$ cat src/rtl/reservation_station_am.sv
// Age-matrix reservation station with a registered issue stage.
// Define RS_WAKEUP_BYPASS_EN to let same-cycle CDB wakeups count towards readiness.
module reservation_station_am #(
    parameter int RS_DEPTH  = 8,
    parameter int CDB_DEPTH = 2,
    parameter int SRC_CNT   = 2,
    parameter int DATA_W    = 32,
    parameter int ADDR_W    = 32,
    parameter int TAG_W     = 6,
    parameter int OPCODE_W  = 5
) (
    input  logic                              clk,
    input  logic                              n_rst,
    input  logic                              i_flush,
    input  logic [CDB_DEPTH-1:0]              i_cdb_en,
    input  logic [CDB_DEPTH-1:0][DATA_W-1:0]  i_cdb_data,
    input  logic [CDB_DEPTH-1:0][TAG_W-1:0]   i_cdb_tag,
    input  logic                              i_rs_en,
    input  logic [OPCODE_W-1:0]               i_rs_opcode,
    input  logic [ADDR_W-1:0]                 i_rs_iaddr,
    input  logic [DATA_W-1:0]                 i_rs_insn,
    input  logic [SRC_CNT-1:0][TAG_W-1:0]     i_rs_src_tag,
    input  logic [SRC_CNT-1:0][DATA_W-1:0]    i_rs_src_data,
    input  logic [SRC_CNT-1:0]                i_rs_src_rdy,
    input  logic [TAG_W-1:0]                  i_rs_dst_tag,
    output logic                              o_rs_stall,
    input  logic                              i_fu_stall,
    output logic                              o_fu_valid,
    output logic [OPCODE_W-1:0]               o_fu_opcode,
    output logic [ADDR_W-1:0]                 o_fu_iaddr,
    output logic [DATA_W-1:0]                 o_fu_insn,
    output logic [TAG_W-1:0]                  o_fu_tag,
    output logic [SRC_CNT-1:0][DATA_W-1:0]    o_fu_src_data
);

    localparam int IDX_W = $clog2(RS_DEPTH);
`ifdef RS_WAKEUP_BYPASS_EN
    localparam logic BYPASS = 1'b1;
`else
    localparam logic BYPASS = 1'b0;
`endif

    logic [RS_DEPTH-1:0]                valid;
    logic [OPCODE_W-1:0]                opcode   [RS_DEPTH];
    logic [ADDR_W-1:0]                  iaddr    [RS_DEPTH];
    logic [DATA_W-1:0]                  insn     [RS_DEPTH];
    logic [TAG_W-1:0]                   dst_tag  [RS_DEPTH];
    logic [SRC_CNT-1:0]                 src_rdy  [RS_DEPTH];
    logic [SRC_CNT-1:0][TAG_W-1:0]      src_tag  [RS_DEPTH];
    logic [SRC_CNT-1:0][DATA_W-1:0]     src_data [RS_DEPTH];
    logic [RS_DEPTH-1:0]                older    [RS_DEPTH];

    logic [SRC_CNT-1:0]                 wake_hit  [RS_DEPTH];
    logic [SRC_CNT-1:0][DATA_W-1:0]     wake_data [RS_DEPTH];
    logic [SRC_CNT-1:0]                 disp_hit;
    logic [SRC_CNT-1:0][DATA_W-1:0]     disp_data;
    logic [RS_DEPTH-1:0]                ready;
    logic [RS_DEPTH-1:0]                sel;
    logic [IDX_W-1:0]                   sel_idx;
    logic [IDX_W-1:0]                   free_idx;
    logic [SRC_CNT-1:0][DATA_W-1:0]     iss_data;
    logic                               do_issue;
    logic                               do_disp;

    // CDB match per source; ascending scan lets the highest-index CDB win.
    always_comb begin
        // NOTE: every always_comb output gets a default first so no path infers a latch.
        disp_hit  = '0;
        disp_data = '0;
        for (int i = 0; i < RS_DEPTH; i++) begin
            wake_hit[i]  = '0;
            wake_data[i] = '0;
        end
        for (int s = 0; s < SRC_CNT; s++) begin
            for (int c = 0; c < CDB_DEPTH; c++) begin
                if (i_cdb_en[c] && i_cdb_tag[c] == i_rs_src_tag[s]) begin
                    disp_hit[s]  = 1'b1;
                    disp_data[s] = i_cdb_data[c];
                end
                for (int i = 0; i < RS_DEPTH; i++) begin
                    if (i_cdb_en[c] && i_cdb_tag[c] == src_tag[i][s]) begin
                        wake_hit[i][s]  = 1'b1;
                        wake_data[i][s] = i_cdb_data[c];
                    end
                end
            end
        end
    end

    // Oldest-ready select: a slot loses if any other ready slot is older than it.
    always_comb begin
        sel_idx  = '0;
        free_idx = '0;
        for (int i = 0; i < RS_DEPTH; i++)
            ready[i] = valid[i] & (&(src_rdy[i] | (wake_hit[i] & {SRC_CNT{BYPASS}})));
        for (int i = 0; i < RS_DEPTH; i++) begin
            sel[i] = ready[i];
            for (int j = 0; j < RS_DEPTH; j++)
                if (j != i && ready[j] && older[j][i])
                    sel[i] = 1'b0;
            if (sel[i])
                sel_idx = IDX_W'(i);
        end
        for (int i = RS_DEPTH - 1; i >= 0; i--)
            if (!valid[i])
                free_idx = IDX_W'(i);
        for (int s = 0; s < SRC_CNT; s++)
            iss_data[s] = (BYPASS && !src_rdy[sel_idx][s]) ? wake_data[sel_idx][s]
                                                          : src_data[sel_idx][s];
    end

    assign o_rs_stall = &valid;
    assign do_issue   = (|sel) & (~o_fu_valid | ~i_fu_stall) & ~i_flush;
    assign do_disp    = i_rs_en & ~o_rs_stall & ~i_flush;

    always_ff @(posedge clk) begin
        if (!n_rst) begin
            valid         <= '0;
            o_fu_valid    <= 1'b0;
            o_fu_opcode   <= '0;
            o_fu_iaddr    <= '0;
            o_fu_insn     <= '0;
            o_fu_tag      <= '0;
            o_fu_src_data <= '0;
        end else if (i_flush) begin
            valid      <= '0;
            o_fu_valid <= 1'b0;
        end else begin
            if (do_issue) begin
                valid[sel_idx] <= 1'b0;
                o_fu_valid     <= 1'b1;
                o_fu_opcode    <= opcode[sel_idx];
                o_fu_iaddr     <= iaddr[sel_idx];
                o_fu_insn      <= insn[sel_idx];
                o_fu_tag       <= dst_tag[sel_idx];
                o_fu_src_data  <= iss_data;
            end else if (!i_fu_stall) begin
                o_fu_valid <= 1'b0;
            end
            if (do_disp)
                valid[free_idx] <= 1'b1;
        end
    end

    // NOTE: slot payload and age matrix carry no reset; every read is qualified by valid.
    always_ff @(posedge clk) begin
        for (int i = 0; i < RS_DEPTH; i++)
            for (int s = 0; s < SRC_CNT; s++)
                if (valid[i] && !src_rdy[i][s] && wake_hit[i][s]) begin
                    src_rdy[i][s]  <= 1'b1;
                    src_data[i][s] <= wake_data[i][s];
                end
        if (do_disp) begin
            opcode[free_idx]  <= i_rs_opcode;
            iaddr[free_idx]   <= i_rs_iaddr;
            insn[free_idx]    <= i_rs_insn;
            dst_tag[free_idx] <= i_rs_dst_tag;
            src_tag[free_idx] <= i_rs_src_tag;
            for (int s = 0; s < SRC_CNT; s++) begin
                src_rdy[free_idx][s]  <= i_rs_src_rdy[s] | disp_hit[s];
                src_data[free_idx][s] <= (!i_rs_src_rdy[s] && disp_hit[s]) ? disp_data[s]
                                                                          : i_rs_src_data[s];
            end
            // New entry is youngest: nothing is younger than it, everything else is older.
            older[free_idx] <= '0;
            for (int j = 0; j < RS_DEPTH; j++)
                if (IDX_W'(j) != free_idx)
                    older[j][free_idx] <= 1'b1;
        end
    end

endmodule

$ cat config.mk
export PLATFORM = sky130hd
export DESIGN_NAME = reservation_station_am
export DESIGN_NICKNAME = d
export VERILOG_FILES = /design/src/rtl/reservation_station_am.sv
export SDC_FILE = /design/constraint.sdc
export NUM_CORES = 2
export LEC_CHECK = 0
export ABC_AREA = 1
export CORE_ASPECT_RATIO = 0.8
export CORE_MARGIN = 8
export CORE_UTILIZATION = 30
export CTS_CLUSTER_DIAMETER = 100
export DETAILED_ROUTE_END_ITERATION = 10
export SYNTH_ARGS = -nofsm -noshare
export SYNTH_HDL_FRONTEND = slang
export SYNTH_SLANG_ARGS = --single-unit
$ cat constraint.sdc
create_clock -name clk -period 10.7 [get_ports clk]
set_input_delay 2.14 -clock clk [delete_from_list [all_inputs] [get_ports clk]]
set_output_delay 2.14 -clock clk [all_outputs]
set_load 0.02 [all_outputs]
# Yosys cells after proc, flatten, opt, wreduce, memory -nomap -nowiden
# Memory sizes are Yosys's and may differ from the RTL's. A register that Yosys moved wholly into a read port is not among the register bits.
# Cells that the tools add are included.
[classes] addsub=0 n_mul=0 n_div=0 order_cmp=4 eq_ne=44 n_shift=0 muxes=213 bitwise_logic=23 n_reduce_logical=164
[ops] op="32-bit 2-to-1 mux" count=38
[ops] op="6-bit == test" count=36
[ops] op="1-bit 2-to-1 mux" count=147
[ops] op="1-bit logical AND" count=128
[ops] op="8-bit 2-to-1 mux" count=12
[ops] op="3-bit 2-to-1 mux" count=14
[ops] op="1-bit zero test" count=23
[ops] op="2-bit AND reduction" count=9
[ops] op="1-bit bitwise AND" count=12
[ops] op="3-bit != test, first input constant" count=4
[ops] op="8-bit bitwise AND" count=1
[ops] op="3-bit by 4-bit less-than comparator with 1-bit output, second input constant" count=2
[ops] op="8-bit inverter" count=1
[ops] op="8-bit OR" count=1
[ops] op="8-bit AND reduction" count=1
[ops] op="8-bit OR reduction" count=1
[ops] op="1-bit demux with 3-bit select" count=2
[ops] op="3-bit by 1-bit greater-or-equal comparator with 1-bit output, second input constant" count=2
[ops] op="2-bit by 3-bit != test with 1-bit output, first input constant" count=2
[ops] op="1-bit inverter" count=5
[ops] op="1-bit by 3-bit != test with 1-bit output, first input constant" count=1
[ops] op="1-bit OR" count=3
[ops] op="3-bit nonzero test" count=1
[ops] op="2-bit by 1-bit != test with 1-bit output, second input constant" count=1
[ops] op="2-bit OR reduction" count=1
[totals] register_bits=9 latch_bits=0 ram_bits=1288 mem_bits_ro=0 out_inout_bits=141 mem_count=8
[memory_table] name="src_data" words=8 width=64 rd=1 rd_clocked_by_memory_dff=1 wr=9 line="50" source="logic [SRC_CNT-1:0][DATA_W-1:0] src_data [RS_DEPTH];"
[memory_table] name="iaddr" words=8 width=32 rd=1 rd_clocked_by_memory_dff=1 wr=1 line="45" source="logic [ADDR_W-1:0] iaddr [RS_DEPTH];"
[memory_table] name="insn" words=8 width=32 rd=1 rd_clocked_by_memory_dff=1 wr=1 line="46" source="logic [DATA_W-1:0] insn [RS_DEPTH];"
[memory_table] name="src_tag" words=8 width=12 rd=8 rd_clocked_by_memory_dff=0 wr=1 line="49" source="logic [SRC_CNT-1:0][TAG_W-1:0] src_tag [RS_DEPTH];"
[memory_table] name="older" words=8 width=8 rd=8 rd_clocked_by_memory_dff=0 wr=9 line="51" source="logic [RS_DEPTH-1:0] older [RS_DEPTH];"
[memory_table] name="dst_tag" words=8 width=6 rd=1 rd_clocked_by_memory_dff=1 wr=1 line="47" source="logic [TAG_W-1:0] dst_tag [RS_DEPTH];"
[memory_table] name="2 more memories"

# Longest topological paths before layout
# An unclocked memory read counts as a cell.
[depth] depth_word=29 mapped_depth=19

# Worst setup path before layout
# No wires, ideal clock.
[synth_timing] path_type="input to register" from="input i_rs_en" to="memory dst_tag[4][0], enable pin" setup_ns=0.486 t_arrival_ns=5.613 t_required_ns=10.214 path_slack_ns=4.601 stages=8 n_path_buf=2 cell_sequence="inv_1 -> nor3_2 -> inv_1 -> nor2_1 -> nand2_1 -> buf_2 -> inv_1 -> clkbuf_1"
[synth_via] elab_chain_len=4
[synth_lines] element="start: declaration" line="18" source="input logic i_rs_en,"
[synth_lines] element="1-bit bitwise AND (2 in series)" line="114" source="assign do_disp = i_rs_en & ~o_rs_stall & ~i_flush;"
[synth_lines] element="1-bit 2-to-1 mux" line="153" source="if (do_disp) begin"
[synth_lines] element="1-bit 2-to-1 mux (implied by the code)" line="157" source="dst_tag[free_idx] <= i_rs_dst_tag;"
[synth_lines] element="end: declaration" line="47"
# No other way between the ends.

==> run_results.csv <==
group,metric,value,unit
run_status,status,"complete, no violations",
global_routing,grt_start_max_net_pins,127,
clock_tree,cts_made_buffers,162,
global_routing,grt_first_pass_wirelength,395000,µm
floorplanning,core_area,0.229,mm²
worst_setup_path,r2r-end,"o_fu_insn[31]",
global_routing,met1_usage,0.281,
yosys,synth_top_area_frac,0.526,
worst_hold_path,holdPathEnd,"older[5][0]",
worst_setup_path,end_kind,"flip-flop",
clock_tree,cts_setup_buffers,0,
route,via_per_inst,5.55,
clock_tree,cts_hold_buf,0,
place,portBuffers,376,
timing,finalSetupViolations,0,
timing,fin_setup_tns,0,ns
cells_and_area,area_growth,16.5,%
clock_tree,clk_pin_slew,0.06,ns
yosys,synth_area,0.0690,mm²
route,num_vias,59800,
global_routing,grt_usage,0.215,
cells_and_area,drive_gt1_frac,0.0621,
worst_setup_path,rrSetupSlack,5.36,ns
floorplanning,die_h,445,µm
worst_hold_path,hold_path.class,"flip-flop to flip-flop",
yosys,synth_area_leaders,"edfxtp_1 (53%), nand2_1 (12%), dfxtp_1 (6.4%), o21ai_0 (5.2%), o211ai_1 (4.1%)",
worst_setup_path,critical_path_class,"primary input to flip-flop",
yosys,synthArstFlopShare,0,
yosys,synth-edff-count,1208,
clock_tree,insertion_delay,0.83,ns
power,total_power,12.2,mW
global_routing,antenna_found_initial,48,
clock_tree,ctsRootBufferMaster,"clkbuf_16",
clock_tree,cts_resized,0,
yosys,ys.warnings.count,0,
floorplanning,die_w,552,µm
global_routing,busiest_layer,"met2",
timing,rsz0062_at_grt,"no",
power,power_per_cell_area,152,mW/mm²
floorplanning,start_util,0.302,
route,drc,0,
place,gp_congestion,0.906,
cells_and_area,seqCellArea,0.0407,mm²
route,drtPass1Iterations,9,
power,ir_drop,0.000125,V
worst_setup_path,critPathLaunchType,"primary input",
route,antenna_left,0,
clock_tree,cts_tree,"built",
yosys,synth_seq_area_share,0.590,
timing,hold_viol,0,
yosys,yosysMostFrequentCell,"nand2_1",
power,leakage,29.7,nW
worst_setup_path,crit_path_max_fanout,33,
yosys,postSynthAreaPerCell,9.13,µm²
timing,fmax,161,MHz
route,finalWirelength,279000,µm
clock_tree,cts_max_level,4,
timing,slew_headroom,0.134,
worst_setup_path,r2r_cells,18,
yosys,ys_types,44,
yosys,yosys-top-cells-count,"nand2_1 (2183), edfxtp_1 (1208), o21ai_0 (715), nand3_1 (501), nor2_1 (479)",
timing,skew,0.0672,ns
yosys,synth_nets,7788,
clock_tree,cts_buffer_depth,4,
global_routing,overflow,0,
timing,worst_slack,4.50,ns
yosys,synth_flop_cell,"edfxtp_1",
global_routing,use_met2,0.333,
place,hpwl,166000,µm
timing,maxSlewViolCount,0,
worst_setup_path,worst_ep_arrival_time,6.64,ns
yosys,ys_ff_latch,1428,
timing,finalCritPeriodShare,0.579,
route,wl_per_cell,25.9,µm
global_routing,grt_pass1_vias,56100,
cells_and_area,nets,7836,
yosys,synth_cells,7552,
cells_and_area,multi_input_area,0.0243,mm²
floorplanning,io_pins,377,
floorplanning,dieArea,0.246,mm²
floorplanning,rows,157,
clock_tree,clock-sinks,1428,
cells_and_area,fin_cells,10800,
worst_hold_path,holdCritStartpoint,"older[5][0]",
place,dpl_worst_slack,3.84,ns
worst_hold_path,whs_path_depth,2,
worst_setup_path,r2r_start,"valid[2]",
timing,worst_pin_slew,1.29,ns
worst_setup_path,cp_data_required_time,11.14,ns
timing,min_period,6.20,ns
run,max_cap_violations,0,
cells_and_area,fill_cells,22900,
route,drtIter0Drc,8472,
place,dp.cells,10500,
global_routing,grt_use_met3,0.0576,
yosys,yosysTopAreaCell,"edfxtp_1",
[per-stage QoR]
stage,hold WS (ns),utilization,cell area [µm²]
after floorplan,0.419,-,69000
after global placement,0.430,0.329,75100
after detailed placement,0.432,0.329,75100
after CTS,0.448,0.351,80300
after global routing,0.461,0.351,80300
final,0.447,0.351,80300
[cells by family (layout without fill, tap and decap cells)]
kind of cell,Yosys count,after routing,synth area share
flip-flops,1428,1428,0.590
XOR/XNOR,53,53,0.00673
buffers and inverters,1048,1223,0.0611
AO/OA/AOI/OAI,1608,1608,0.138
other,0,27,0
AND/OR/NAND/NOR,3415,3415,0.204
[worst max path at each step]
stage / start / to / cells past startpoint
after floorplan: i_rs_en / dst_tag[4][0] / 8
after global placement: i_rs_en / src_data[5][24] / 11
after detailed placement: i_cdb_tag[2] / src_data[2][57] / 8
after CTS: i_cdb_tag[2] / src_data[2][34] / 8
after global routing: i_cdb_tag[2] / src_data[2][32] / 8
final: i_cdb_tag[2] / src_data[2][35] / 8
[cell usage in the layout (no fill, tap or decap), drive strengths merged]
cell type      instances
a221oi                15
nor4                   8
and2                   1
o22ai                151
xnor2                 20
a211oi                 9
buf                  128
o31ai                  2
clkinv                46
inv                  430
a31oi                  1
xor2                  33
clkdlybuf4s50        375
nand3                501
a2111oi                2
o21bai                 1
diode                 27
a21oi                217
clkbuf               229
bufinv                 8
nand3b                 8
edfxtp              1208
nor2                 484
o2111ai               59
nand4                152
nor3b                  4
a21boi                 1
or2                   42
clkinvlp               7
nor3                  25
nand2               2190
dfxtp                220
o221ai                 2
o21ai                775
o211ai               372
a211o                  1
[registers in the layout, summed over array words and instances, names as in the netlist, 5 cells and up]
| signal | count |
|---|---|
| dst_tag | 48 |
| opcode | 40 |
| o_fu_src_data | 64 |
| older | 56 |
| valid | 8 |
| insn | 256 |
| src_data | 512 |
| src_tag | 96 |
| src_rdy | 16 |
| iaddr | 256 |
| o_fu_opcode | 5 |
| o_fu_tag | 6 |
| o_fu_insn | 32 |
| o_fu_iaddr | 32 |
[metal layers]
| layer | up-vias | share of wire |
|---|---|---|
| met3 | 803 | 0.12 |
| met1 | 28500 | 0.39 |
| li1 | 26400 | - |
| met2 | 4066 | 0.44 |
| met5 | - | 0.00041 |
| met4 | 14 | 0.053 |
[critical path: stages]
cell and delay [ns]:
clkdlybuf4s50_1 0.96, inv_1 0.74, nand2_1 0.11, a221oi_1 0.35, nand3_2 0.90, nand2_1 0.33, nand3b_1 0.13, nand2_2 0.84
[area by class of cell]
class / count / area share
Multi-Input combinational cell: 5076 / 0.302
Timing Repair Buffer: 503 / 0.0588
Antenna cell: 27 / 0.000841
Sequential cell: 1428 / 0.506
Clock buffer: 229 / 0.0561
Tap cell: 3021 / 0.0471
Inverter: 429 / 0.0208
Clock inverter: 62 / 0.00745
[power breakdown]
part           total [mW]  internal [mW]  switching, mW
logic               0.644          0.190          0.454
registers            6.08           6.05         0.0221
clock network        5.51           3.15           2.37
Note: power is estimated with default switching activity, not from simulation.
